[config.mk]
export PLATFORM = sky130hd
export DESIGN_NAME = sp_dram_arbiter
export DESIGN_NICKNAME = d
export VERILOG_FILES = /design/src/rtl/sp_dram_arbiter.sv
export SDC_FILE = /design/constraint.sdc
export NUM_CORES = 1
export LEC_CHECK = 0
export BUFFER_PORTS_ARGS = -buffer_cell sky130_fd_sc_hd__buf_2
export CAP_MARGIN = 20
export CORE_AREA = 4 4 301 303
export CTS_BUF_LIST = sky130_fd_sc_hd__clkbuf_4 sky130_fd_sc_hd__clkbuf_8
export DETAILED_ROUTE_END_ITERATION = 10
export DIE_AREA = 0 0 305 307
export GPL_TIMING_DRIVEN = 0
export MAX_ROUTING_LAYER = met4
export PLACE_DENSITY_LB_ADDON = 0.08
export SYNTH_ARGS = -nofsm -noshare
export SYNTH_HDL_FRONTEND = slang
export SYNTH_SLANG_ARGS = --single-unit
[constraint.sdc]
create_clock -name clk -period 2.4 [get_ports clk]
set_clock_uncertainty 0.2 [all_clocks]
set_input_delay 0.6 -clock clk [delete_from_list [all_inputs] [get_ports clk]]
set_output_delay 0.6 -clock clk [all_outputs]
set_load 0.05 [all_outputs]
[src/rtl/sp_dram_arbiter.sv]
// sp_dram_arbiter
//   Shares a single sp_dram port among PORTS requesters. Each requester holds
//   req_in high with stable fields until it sees a one-cycle ack_out pulse.
//   The arbiter latches the winning request, fires a one-cycle mem_we or
//   mem_re, waits for read completion through mem_ready and returns the read
//   data on dout_out, which holds until the next read completes.
//
// Ports
//   clk, rst     : clock, synchronous active-high reset
//   req_in       : per-port request (PORTS)
//   we_in        : per-port op, 1 = write, 0 = read (PORTS)
//   addr_in      : per-port word address, port i at [i*ADDR_WIDTH +: ADDR_WIDTH]
//   din_in       : per-port write data, packed like addr_in
//   mask_in      : per-port byte mask (1 = byte written), packed like addr_in
//   ack_out      : one-hot, one-cycle completion pulse
//   dout_out     : read data, valid from the ack cycle of a read
//   mem_addr/mem_din/mem_mask/mem_we/mem_re : command side of sp_dram
//   mem_dout/mem_ready                      : response side of sp_dram
//
// Configuration macro
//   SP_DRAM_ARB_FIXED_PRIO_EN : when defined, the lowest-numbered requesting
//   port always wins and the round-robin pointer does not exist. When
//   undefined, the search starts at the round-robin pointer and wraps.

module sp_dram_arbiter #(
  parameter int PORTS      = 2,
  parameter int ADDR_WIDTH = 26,
  parameter int DATA_WIDTH = 128,
  parameter int MASK_WIDTH = DATA_WIDTH / 8
) (
  input  logic                        clk,
  input  logic                        rst,
  input  logic [PORTS-1:0]            req_in,
  input  logic [PORTS-1:0]            we_in,
  input  logic [PORTS*ADDR_WIDTH-1:0] addr_in,
  input  logic [PORTS*DATA_WIDTH-1:0] din_in,
  input  logic [PORTS*MASK_WIDTH-1:0] mask_in,
  output logic [PORTS-1:0]            ack_out,
  output logic [DATA_WIDTH-1:0]       dout_out,
  output logic [ADDR_WIDTH-1:0]       mem_addr,
  output logic [DATA_WIDTH-1:0]       mem_din,
  output logic [MASK_WIDTH-1:0]       mem_mask,
  output logic                        mem_we,
  output logic                        mem_re,
  input  logic [DATA_WIDTH-1:0]       mem_dout,
  input  logic                        mem_ready
);

  localparam int IDX_W = (PORTS > 1) ? $clog2(PORTS) : 1;

  typedef enum logic [2:0] {
    S_IDLE      = 3'd0,
    S_ISSUE     = 3'd1,
    S_SETTLE    = 3'd2,
    S_READ_WAIT = 3'd3,
    S_ACK       = 3'd4
  } state_e;

  state_e                  state_q, state_d;
  logic [IDX_W-1:0]        grant_q, grant_d;
  logic                    op_we_q, op_we_d;
  logic [ADDR_WIDTH-1:0]   mem_addr_q, mem_addr_d;
  logic [DATA_WIDTH-1:0]   mem_din_q, mem_din_d;
  logic [MASK_WIDTH-1:0]   mem_mask_q, mem_mask_d;
  logic                    mem_we_q, mem_we_d;
  logic                    mem_re_q, mem_re_d;
  logic [PORTS-1:0]        ack_q, ack_d;
  logic [DATA_WIDTH-1:0]   dout_q, dout_d;

  logic [IDX_W-1:0]        pick_s;
  logic                    pick_we_s;
  logic [ADDR_WIDTH-1:0]   pick_addr_s;
  logic [DATA_WIDTH-1:0]   pick_din_s;
  logic [MASK_WIDTH-1:0]   pick_mask_s;

`ifndef SP_DRAM_ARB_FIXED_PRIO_EN
  logic [IDX_W-1:0]        rr_q, rr_d;
  logic [PORTS-1:0]        req_hi_s;
`endif

  // Index of the lowest set bit of v (0 when v is empty).
  function automatic logic [IDX_W-1:0] lowest_idx(input logic [PORTS-1:0] v);
    logic [IDX_W-1:0] idx;
    idx = '0;
    for (int i = PORTS - 1; i >= 0; i--) begin
      if (v[i]) begin
        idx = IDX_W'(i);
      end else begin
        idx = idx;
      end
    end
    return idx;
  endfunction

  // Winner selection: fixed priority, or first requester at/after rr_q with wrap.
`ifdef SP_DRAM_ARB_FIXED_PRIO_EN
  always_comb begin
    pick_s = lowest_idx(req_in);
  end
`else
  always_comb begin
    req_hi_s = '0;
    for (int i = 0; i < PORTS; i++) begin
      if (IDX_W'(i) >= rr_q) begin
        req_hi_s[i] = req_in[i];
      end else begin
        req_hi_s[i] = 1'b0;
      end
    end
    // Requesters at or above the pointer take precedence; otherwise wrap to 0.
    if (|req_hi_s) begin
      pick_s = lowest_idx(req_hi_s);
    end else begin
      pick_s = lowest_idx(req_in);
    end
  end
`endif

  // Field mux for the selected port.
  always_comb begin
    pick_we_s   = 1'b0;
    pick_addr_s = '0;
    pick_din_s  = '0;
    pick_mask_s = '0;
    for (int i = 0; i < PORTS; i++) begin
      if (pick_s == IDX_W'(i)) begin
        pick_we_s   = we_in[i];
        pick_addr_s = addr_in[i*ADDR_WIDTH +: ADDR_WIDTH];
        pick_din_s  = din_in[i*DATA_WIDTH +: DATA_WIDTH];
        pick_mask_s = mask_in[i*MASK_WIDTH +: MASK_WIDTH];
      end else begin
        pick_we_s   = pick_we_s;
        pick_addr_s = pick_addr_s;
        pick_din_s  = pick_din_s;
        pick_mask_s = pick_mask_s;
      end
    end
  end

  // State and output registers.
  always_ff @(posedge clk) begin
    if (rst) begin
      state_q    <= S_IDLE;
      grant_q    <= '0;
      op_we_q    <= 1'b0;
      mem_addr_q <= '0;
      mem_din_q  <= '0;
      mem_mask_q <= '0;
      mem_we_q   <= 1'b0;
      mem_re_q   <= 1'b0;
      ack_q      <= '0;
      dout_q     <= '0;
`ifndef SP_DRAM_ARB_FIXED_PRIO_EN
      rr_q       <= '0;
`endif
    end else begin
      state_q    <= state_d;
      grant_q    <= grant_d;
      op_we_q    <= op_we_d;
      mem_addr_q <= mem_addr_d;
      mem_din_q  <= mem_din_d;
      mem_mask_q <= mem_mask_d;
      mem_we_q   <= mem_we_d;
      mem_re_q   <= mem_re_d;
      ack_q      <= ack_d;
      dout_q     <= dout_d;
`ifndef SP_DRAM_ARB_FIXED_PRIO_EN
      rr_q       <= rr_d;
`endif
    end
  end

  // Next-state logic.
  always_comb begin
    state_d = state_q;
    case (state_q)
      S_IDLE: begin
        // mem_ready low means sp_dram cannot take a command: grant nothing.
        if (mem_ready && (|req_in)) begin
          state_d = S_ISSUE;
        end else begin
          state_d = S_IDLE;
        end
      end
      S_ISSUE: begin
        if (op_we_q) begin
          state_d = S_ACK;
        end else begin
          state_d = S_SETTLE;
        end
      end
      // sp_dram only drops ready the cycle after re, so ready cannot be
      // trusted as "done" until one cycle later.
      S_SETTLE: state_d = S_READ_WAIT;
      S_READ_WAIT: begin
        if (mem_ready) begin
          state_d = S_ACK;
        end else begin
          state_d = S_READ_WAIT;
        end
      end
      S_ACK:   state_d = S_IDLE;
      default: state_d = S_IDLE;
    endcase
  end

  // Next values of the registered outputs and latched request fields.
  always_comb begin
    grant_d    = grant_q;
    op_we_d    = op_we_q;
    mem_addr_d = mem_addr_q;
    mem_din_d  = mem_din_q;
    mem_mask_d = mem_mask_q;
    mem_we_d   = 1'b0;
    mem_re_d   = 1'b0;
    dout_d     = dout_q;
`ifndef SP_DRAM_ARB_FIXED_PRIO_EN
    rr_d       = rr_q;
`endif

    // ISSUE is only entered from IDLE, so this is the grant edge.
    if (state_d == S_ISSUE) begin
      grant_d    = pick_s;
      op_we_d    = pick_we_s;
      mem_addr_d = pick_addr_s;
      mem_din_d  = pick_din_s;
      mem_mask_d = pick_mask_s;
      mem_we_d   = pick_we_s;
      mem_re_d   = ~pick_we_s;
    end else begin
      grant_d    = grant_q;
      op_we_d    = op_we_q;
    end

    if ((state_q == S_READ_WAIT) && mem_ready) begin
      dout_d = mem_dout;
    end else begin
      dout_d = dout_q;
    end

    for (int i = 0; i < PORTS; i++) begin
      ack_d[i] = (state_d == S_ACK) && (grant_q == IDX_W'(i));
    end

`ifndef SP_DRAM_ARB_FIXED_PRIO_EN
    if (state_q == S_ACK) begin
      if (grant_q == IDX_W'(PORTS - 1)) begin
        rr_d = '0;
      end else begin
        rr_d = grant_q + IDX_W'(1);
      end
    end else begin
      rr_d = rr_q;
    end
`endif
  end

  assign ack_out  = ack_q;
  assign dout_out = dout_q;
  assign mem_addr = mem_addr_q;
  assign mem_din  = mem_din_q;
  assign mem_mask = mem_mask_q;
  assign mem_we   = mem_we_q;
  assign mem_re   = mem_re_q;

endmodule

Word level (Yosys, flattened, before mapping)
Index checks and enable logic that the tools add are counted.
Word-level totals
  register bits after elaboration: 308
  bits of input ports: 475
  logic and storage cells: 47
Cells by class
  add/subtract/negate cells: 1
  order comparisons: 2
  eq/ne operators: 6
  mux-type cells: 16
  bitwise logic cells: 3
  reductions and logical operators: 8
Operators by type and width (number)
  $mux W128: 1
  $mux W26: 1
  $mux W16: 1
  $pmux W3 S4: 1
  $mux W1: 10
  $eq A3 B1 Y1 const B: 2
  $eq A3 B2 Y1 const B: 2
  $eq A3 B3 Y1 const B: 2
  $mux W3: 2
  $reduce_or A2 Y1: 3
  $logic_and A1 B1 Y1: 4
  $logic_not A3 Y1: 1
  $not A1 Y1: 3
  $ge A1 B1 Y1 const A: 2
  $add A1 B1 Y1 const B: 1

Logic depth before layout (Yosys ltp)
Gate-level depths: netlist of the first run.
  depth in word-level cells: 7
  gate-level depth with buffers: 6
  gate-level depth less buffers: 3

Worst setup path before layout of the first run
No wires, ideal clock.
  path kind: in2reg
  start point: input req_in[0]
  end point: register mem_din_q[56], in the netlist mem_din[56]
  library setup time: 0.081 ns
  arrival: 1.645 ns
  required time: 2.119 ns
  setup slack: 0.474 ns
  cell stages on the path: 6
  path buffers: 3
  cells stage by stage: a21bo_1 -> buf_2 -> buf_6 -> clkbuf_1 -> o32ai_1 -> a211oi_2
Between the ends
  word-level cells in the longest chain between the ends: 5
  elaborated cells between the ends (all ways): 11
  those cells by class: 1 x eq/ne; 7 x mux; 3 x reduce/logical
RTL lines
  start, declared: RTL line 33  | input logic [PORTS-1:0] req_in,
  $reduce_or A2 Y1: RTL line 179  | if (mem_ready && (|req_in)) begin
  $logic_and A1 B1 Y1: RTL line 179
  $mux W1: RTL line 179
  $pmux W3 S4: RTL line 176  | case (state_q)
  $eq A3 B1 Y1: RTL line 222  | if (state_d == S_ISSUE) begin
  end signal, assigned: RTL line 161  | mem_din_q <= mem_din_d;
  end, declared: RTL line 63  | logic [DATA_WIDTH-1:0] mem_din_q, mem_din_d;
Several ways; a longest one is shown, not always the timed one.
A chain may end at the register's enable or synchronous reset.

Final worst setup path of the first run
  start point: register rr_q
  end point: register mem_din_q[93], in the netlist mem_din[93]
Between the ends
  word-level cells in the longest chain between the ends: 6
  elaborated cells between the ends (all ways): 9
  those cells by class: 2 x order compare; 6 x mux; 1 x reduce/logical
RTL lines
  start, declared: RTL line 77  | logic [IDX_W-1:0] rr_q, rr_d;
  start signal, assigned: RTL line 168  | rr_q <= rr_d;
  $ge A1 B1 Y1: RTL line 104  | if (IDX_W'(i) >= rr_q) begin
  $mux W1: RTL line 104
  $mux W1 (2 in a row): RTL line 86  | if (v[i]) begin
  $mux W1 *: RTL line 111  | if (|req_hi_s) begin
  $mux W128 *: RTL line 126  | if (pick_s == IDX_W'(i)) begin
Every way passes the cells marked *; elsewhere a longest branch is shown, timed or not.

==> key figures, run 1 <==
Clock network
  – CTS H-tree lvls: 3
  – Reg clk slew, reported paths: 0.06 ns
  – # clock sinks: 308
  – Setup bufs post-CTS: 0
  – Clock Tree Buf Depth: 3
  – CTS tree: yes
  – Clock root buffer: clkbuf_8
  – Worst skew pair latency: 0.63 ns
  – Num CTS Buffers: 68

Synth
  – Multiplexer area fraction after synthesis: 0.0796%
  – Cells after Synth: 1411
  – Seq/Total Area, Yosys: around 49%
  – Synth Area in XOR/XNOR: 0%
  – Cell Area, Synth: 12600 um2
  – Synth top area share: between 40% and 50%
  – Post-synthesis compound-gate area fraction: between 30% and 40%
  – Library cells used by synthesis: 32
  – Ys Warns: 0
  – Largest cells by area after synthesis: dfxtp_1 (49%), a21oi_1 (12%), o32ai_1 (12%), a211oi_1 (7.8%), nand2_1 (7.7%)
  – Main combinational cell family by area after synthesis: compound AO/OA/AOI/OAI gates
  – Syn_nets: between 1500 and 2000
  – Synth area leader: dfxtp_1
  – Simple-gate share of the synthesized area: 8.63%
  – Synthesized area per cell: 8.91 um2
  – Synth Area in Adders: 0%
  – Synth Register Bits: between 300 and 400

Min path
  – Worst Hold End: grant_q
  – Hold path startpoint: req_in[1]
  – WHS Path Cells: 2
  – HP Class: input port to register

Worst setup path
  – CP Class: register to register
  – Reg2reg end: mem_din[93]
  – WP data arrival: 2.57 ns
  – Element type at the critical path start: register
  – R2R Setup Slk: 0.11 ns
  – Critical path cell sequence: nor2b_1, clkbuf_4, buf_4, clkbuf_2, o32ai_1, a211oi_1
  – Slowest cell delay on critical path: 0.56 ns
  – Worst Path Required: around 2.7 ns
  – Worst R2R Path Depth: 6
  – Crit-path max FO: 10
  – Crit-path slowest cell: o32ai_1
  – Reg-to-reg critical path startpoint: rr_q
  – Crit. End Element: register

Power
  – Sw power: 5520 uW
  – Sw Share: between 30% and 40%
  – Power Density: 749 nW/um2
  – Leak: ~0.0086 uW
  – VDD IR max: 304 uV
  – Logic pwr share: between 20% and 30%
  – Internal: between 9000 and 10000 uW
  – Clock power frac: 38.5%
  – Flop pwr share: 36.5%

Final layout
  – Fillers: 9826
  – Layout cells sized above 1: 41.6%
  – Most frequent cells in the layout: buf_2 (831), dfxtp_1 (308), a21oi_1 (303)
  – Final Net Count: 2861
  – Commonest non-fill, non-tap cell in the layout: buf_2
  – Area delta synth->final: 64.2%

Global routing
  – Initial antenna violation count: 19
  – Grt ovf: 0
  – Largest net degree at the start of global routing: 16
  – Vias in the first global route: 15900
  – Total Routing Usage GR: 17.3%
  – First-pass GRT wire length: 116000 um

Detailed routing
  – DRT iter0 DRCs: 636
  – DRT Wirelength: about 83000 um
  – DR pass1 iterations: 5
  – Drt wl/cell: 22.9 um
  – Detail Route Antenna Nets: 0
  – Vias: roughly 15000
  – Residual DRC count: 0
  – Via density: approximately 4.2

Place
  – Hpwl dp: 67000 um
  – Pre-CTS setup slack: -1.10 ns
  – I/O Buffers: 775
  – Placer Congestion: 0.877

Timing
  – Tmin final: 2.29 ns
  – Worst setup margin: 0.110 ns
  – Worst slew pin tran: roughly 0.87 ns
  – RSZ-0062 raised after global routing: no
  – Final Cycle Share: 95.4%
  – F_max: approximately 0.44 GHz
  – Final setup viols: 0
  – Relative slew slack: 41.7%
  – Final hold vios: 0
  – Max Slew Vio Count: 0
  – Worst hold margin: 0.0980 ns

Run
  – Max cap viols: 0

Floorplanning
  – Initial Util: 14.3%
  – Core area: 88000 um2
  – # rows: 109
  – Io pins: 777
  – Die Wd: 305 um
  – Die area: around 94000 um2
  – Die Y: 307 um

Status
  – Status: finished clean
## power by group through the flow
stage / clock network [uW] / logic, uW / registers [uW]
2_1_floorplan: 0 / 1120 / 6870
3_3_place_gp: 0 / 3740 / 5740
6_report: 5950 / 3880 / 5640
4_1_cts: 6280 / 3950 / 5640
5_1_grt: 6490 / 4150 / 5680
3_5_place_dp: 0 / 3750 / 5740
## flip-flops by register name, summed over array words and instances, names as in the netlist
signal / cells
rr_q: 1
dout_out: 128
state_q: 3
mem_addr: 26
ack_out: 2
op_we_q: 1
mem_mask: 16
mem_we: 1
mem_din: 128
mem_re: 1
grant_q: 1
## critical path, delay by kind of cell, from the launching register on
family | cells | cell delay [ns]
buf+inv | 3 | 0.78
flops | 1 | 0.38
simple gates | 1 | 0.06
compound gates | 2 | 0.71
## metrics by stage
stage	cell area [um2]	util (%)	TNS, ns	std cells	power, uW
finish	20600	23.5	0	3611	15500
detailed placement	17900	20.4	-136.20	3353	9500
global placement	17900	20.4	-158.85	3351	9480
floorplan	12600	-	0	1411	7990
global route	20600	23.5	0	3609	16300
CTS	20600	23.4	0	3594	15900
## repair_timing
| action | in CTS | in global routing |
|---|---|---|
| endpoints found under the setup margin | 115 | 48 |
| gates resized for setup | 13 | 13 |
| hold buffers | 129 | 0 |
| hold endpoints to repair | 129 | 0 |
## cell families after synthesis
kind of cell / after synthesis
flops: 308
mux: 1
buf+inv: 178
compound gates: 651
simple gates: 273
## worst max path at each step
stage / from / endpoint / slack [ns] / cells after the start
final: rr_q / mem_din[93] / 0.11 / 6
after global placement: req_in[1] / mem_din[47] / -1.24 / 6
after CTS: rr_q / mem_din[86] / 0.002 / 6
after detailed placement: req_in[1] / mem_din[41] / -1.10 / 7
after floorplan: req_in[0] / mem_din[56] / 0.47 / 6
after global routing: state_q[1] / mem_din[25] / 0.006 / 6
## layout make-up
class | count | area (um2) | share of cell area (%)
sequential | 308 | 6170 | 29.9
multi-input combinational | 925 | 5660 | 27.4
timing repair buffer | 906 | 5200 | 25.2
tap | 1165 | 1460 | 7.06
clock buffer | 105 | 1250 | 6.06
buffer | 175 | 777 | 3.76
clock inverter | 8 | 90.1 | 0.436
antenna | 17 | 42.5 | 0.206
inverter | 2 | 7.51 | 0.0364
## metal layers
layer  share of wire [%]  GRT usage [%]
met4                 2.1           4.01
met1                  41           19.5
met3                 8.0           6.03
met5                   0              -
met2                  49           29.5
## synth_stat cells
| master | count |
|---|---|
| buf_2 | 57 |
| buf_4 | 4 |
| nand2_1 | 257 |
| a311oi_1 | 1 |
| a21bo_1 | 1 |
| a211oi_2 | 40 |
| nand4b_1 | 1 |
| nor2b_1 | 2 |
| nor3_1 | 1 |
| and2_1 | 1 |
| a211oi_1 | 131 |
| buf_1 | 8 |
| dfxtp_1 | 308 |
| nand3_1 | 2 |
| a2111oi_0 | 1 |
| and4b_1 | 1 |
| buf_6 | 1 |
| clkbuf_1 | 106 |
| o21ai_0 | 1 |
| a41o_1 | 1 |
| nor2_1 | 2 |
| nand2b_1 | 2 |
| nor4b_4 | 1 |
| and3b_1 | 1 |
| inv_1 | 1 |
| or2_1 | 1 |
| nor4b_1 | 1 |
| mux2i_1 | 1 |
| a21oi_1 | 303 |
| a22oi_1 | 1 |
| inv_2 | 1 |
| o32ai_1 | 171 |
Power figures use the tool's default switching activity.
==> run 2, diff against run 1 <==
--- a/constraint.sdc
+++ b/constraint.sdc
@@ -4,2 +4,2 @@
 set_output_delay 0.6 -clock clk [all_outputs]
-set_load 0.05 [all_outputs]
+set_load 0.1 [all_outputs]
==> run 2 against run 1 <==
Effect of this change:
- worst setup slack worse by 0.0040 ns
- flip-flop and latch count stayed put
- global-route usage stayed put
- hold slack better by 0.0013 ns
- largest cell class unchanged
- largest power group unchanged
==> key figures, run 2 (synthesis gave the netlist of run 1 again) <==
Status
  – Status: finished clean

Worst setup path
  – Worst path top cell family by delay: buffers and inverters
  – Crit-path slowest cell: o32ai_1
  – Crit-path max FO: 10 (unchanged)
  – WP data arrival: 2.58 ns (about the same)
  – R2R Setup Slk: 0.11 ns (about the same)
  – Crit. End Element: register
  – Worst Path Required: 2.68 ns (about the same)
  – Slowest cell delay on critical path: 0.56 ns (about the same)
  – CP bufs+invs: 3 (unchanged)
  – Critical path cell sequence: nor2b_1, clkbuf_4, buf_4, clkbuf_2, o32ai_1, a211oi_1
  – CP Class: register to register
  – Element type at the critical path start: register
  – Worst R2R Path Depth: 6 (unchanged)
  – WP depth: 6 (unchanged)

Clock network
  – Setup bufs post-CTS: 0 (unchanged)
  – Clock Tree Buf Depth: 3 (unchanged)
  – CTS H-tree lvls: 3 (unchanged)
  – Reg clk slew, reported paths: 0.06 ns (about the same)
  – Clock root buffer: clkbuf_8
  – Worst skew pair latency: 0.63 ns (about the same)
  – CTS tree: yes
  – Num CTS Buffers: 68 (unchanged)
  – # clock sinks: 308 (unchanged)

Floorplanning
  – Die area: 93600 um2 (unchanged)
  – Die Y: 307 um (unchanged)
  – Initial Util: 14.3% (unchanged)
  – Core area: 88000 um2 (unchanged)
  – Io pins: 777 (unchanged)
  – Die Wd: 305 um (unchanged)
  – # rows: 109 (unchanged)

Detailed routing
  – DR pass1 iterations: 5 (unchanged)
  – DRT Wirelength: 82600 um (about the same)
  – Via density: 4.21 (about the same)
  – DRT iter0 DRCs: 636 (unchanged)
  – Vias: 15200 (+0.013%)
  – Detail Route Antenna Nets: 0 (unchanged)
  – Residual DRC count: 0 (unchanged)
  – Drt wl/cell: 22.9 um (about the same)

Final layout
  – Area delta synth->final: 64.3% (about the same)
  – Final instance area: 20700 um2 (about the same)
  – Layout cells sized above 1: 41.6% (unchanged)
  – Final Net Count: 2861 (unchanged)
  – Commonest non-fill, non-tap cell in the layout: buf_2
  – Fillers: 9825 (-0.010%)
  – Most frequent cells in the layout: buf_2 (827), dfxtp_1 (308), a21oi_1 (303)

Timing
  – F_max: 0.436 GHz (-0.18%)
  – TNS Setup: 0 ns (unchanged)
  – Final Cycle Share: 95.6% (+0.17 points)
  – Final setup viols: 0 (unchanged)
  – Max Slew Vio Count: 0 (unchanged)
  – Worst slew pin tran: 0.875 ns (-0.0000000596 ns)
  – Tmin final: 2.29 ns (+0.00402 ns)
  – Relative slew slack: 41.7% (unchanged)
  – RSZ-0062 raised after global routing: no
  – Final hold vios: 0 (unchanged)

Power
  – Sw power: 6750 uW (+22%)
  – Leak: 0.00864 uW (about the same)
  – Internal: 9950 uW (about the same)
  – PnR Total Power: 16700 uW (+8.0%)
  – Clock power frac: 35.6% (-2.9 points)
  – Power Density: 809 nW/um2 (+7.9%)
  – Sw Share: 40.4% (+4.8 points)
  – Flop pwr share: 33.8% (-2.7 points)
  – Logic pwr share: 30.6% (+5.5 points)
  – VDD IR max: 305 uV (+0.37%)

Place
  – Placer Congestion: 0.877 (unchanged)
  – Hpwl dp: 67000 um (unchanged)
  – I/O Buffers: 775 (unchanged)
  – Post-place instance area: 17900 um2 (unchanged)

Min path
  – WHS Path Cells: 2 (unchanged)
  – HP Class: input port to register

Global routing
  – Largest net degree at the start of global routing: 16 (unchanged)
  – First-pass GRT wire length: 116000 um (unchanged)
  – Grt ovf: 0 (unchanged)
  – Total Routing Usage GR: 17.3% (unchanged)
  – Initial antenna violation count: 19 (unchanged)
  – Vias in the first global route: 15900 (unchanged)

Run
  – Max cap viols: 0 (unchanged)
## run 2: changes by cell type in the layout (fill, tap and decap cells not counted), sizes merged
cell | before | now
buf | 845 | 843
clkbuf | 212 | 214
## run 2: power groups by stage
stage                     Clock, uW  Combinational, uW  Sequential, uW
after floorplan                   0               1130            8100
after global placement            0               4970            5740
after detailed placement          0               4980            5740
after CTS                      6280               5180            5640
after global routing           6490               5380            5680
final                          5950               5110            5640
## run 2: worst paths after layout
kind / start / end
worst max register to register: rr_q / mem_din[93]
worst min-delay path: req_in[1] / grant_q
worst min register to register: dout_out[28] / dout_out[28]
worst max-delay path: rr_q / mem_din[93]
## run 2: metrics by stage
step,setup slack [ns],hold WS [ns],std cells,util [%]
floorplan,0.474,0.228,1411,-
finish,0.105,0.0993,3611,23.5
global placement,-1.24,0.241,3351,20.4
detailed placement,-1.10,0.243,3353,20.4
global route,0.00619,0.0290,3609,23.5
CTS,0.00134,0.00692,3594,23.4
## run 2: per-layer routing
metal | track usage (%) | share of wire (%) | vias up
met3 | 6.03 | 7.9 | 97
met2 | 29.5 | 49 | 596
li1 | - | - | 7336
met5 | - | 0 | -
met4 | 4.01 | 2.1 | 0
met1 | 19.5 | 41 | 7185
## run 2: layout make-up
type / instances / area, um2 / share of cell area (%)
well taps: 1165 / 1460 / 7.06
flip-flops and latches: 308 / 6170 / 29.9
diodes: 17 / 42.5 / 0.206
clock inverters: 8 / 90.1 / 0.436
multi-input cells: 925 / 5660 / 27.4
clock buffers: 105 / 1250 / 6.06
repair buffers: 906 / 5210 / 25.2
plain buffers: 175 / 777 / 3.76
inverters: 2 / 7.51 / 0.0363
## run 2: what timing repair did
item,in CTS,in global routing
hold endpoints to repair,129,0
setup endpoints to repair,117,50
hold buffers,129,0
gates resized for setup,15,15
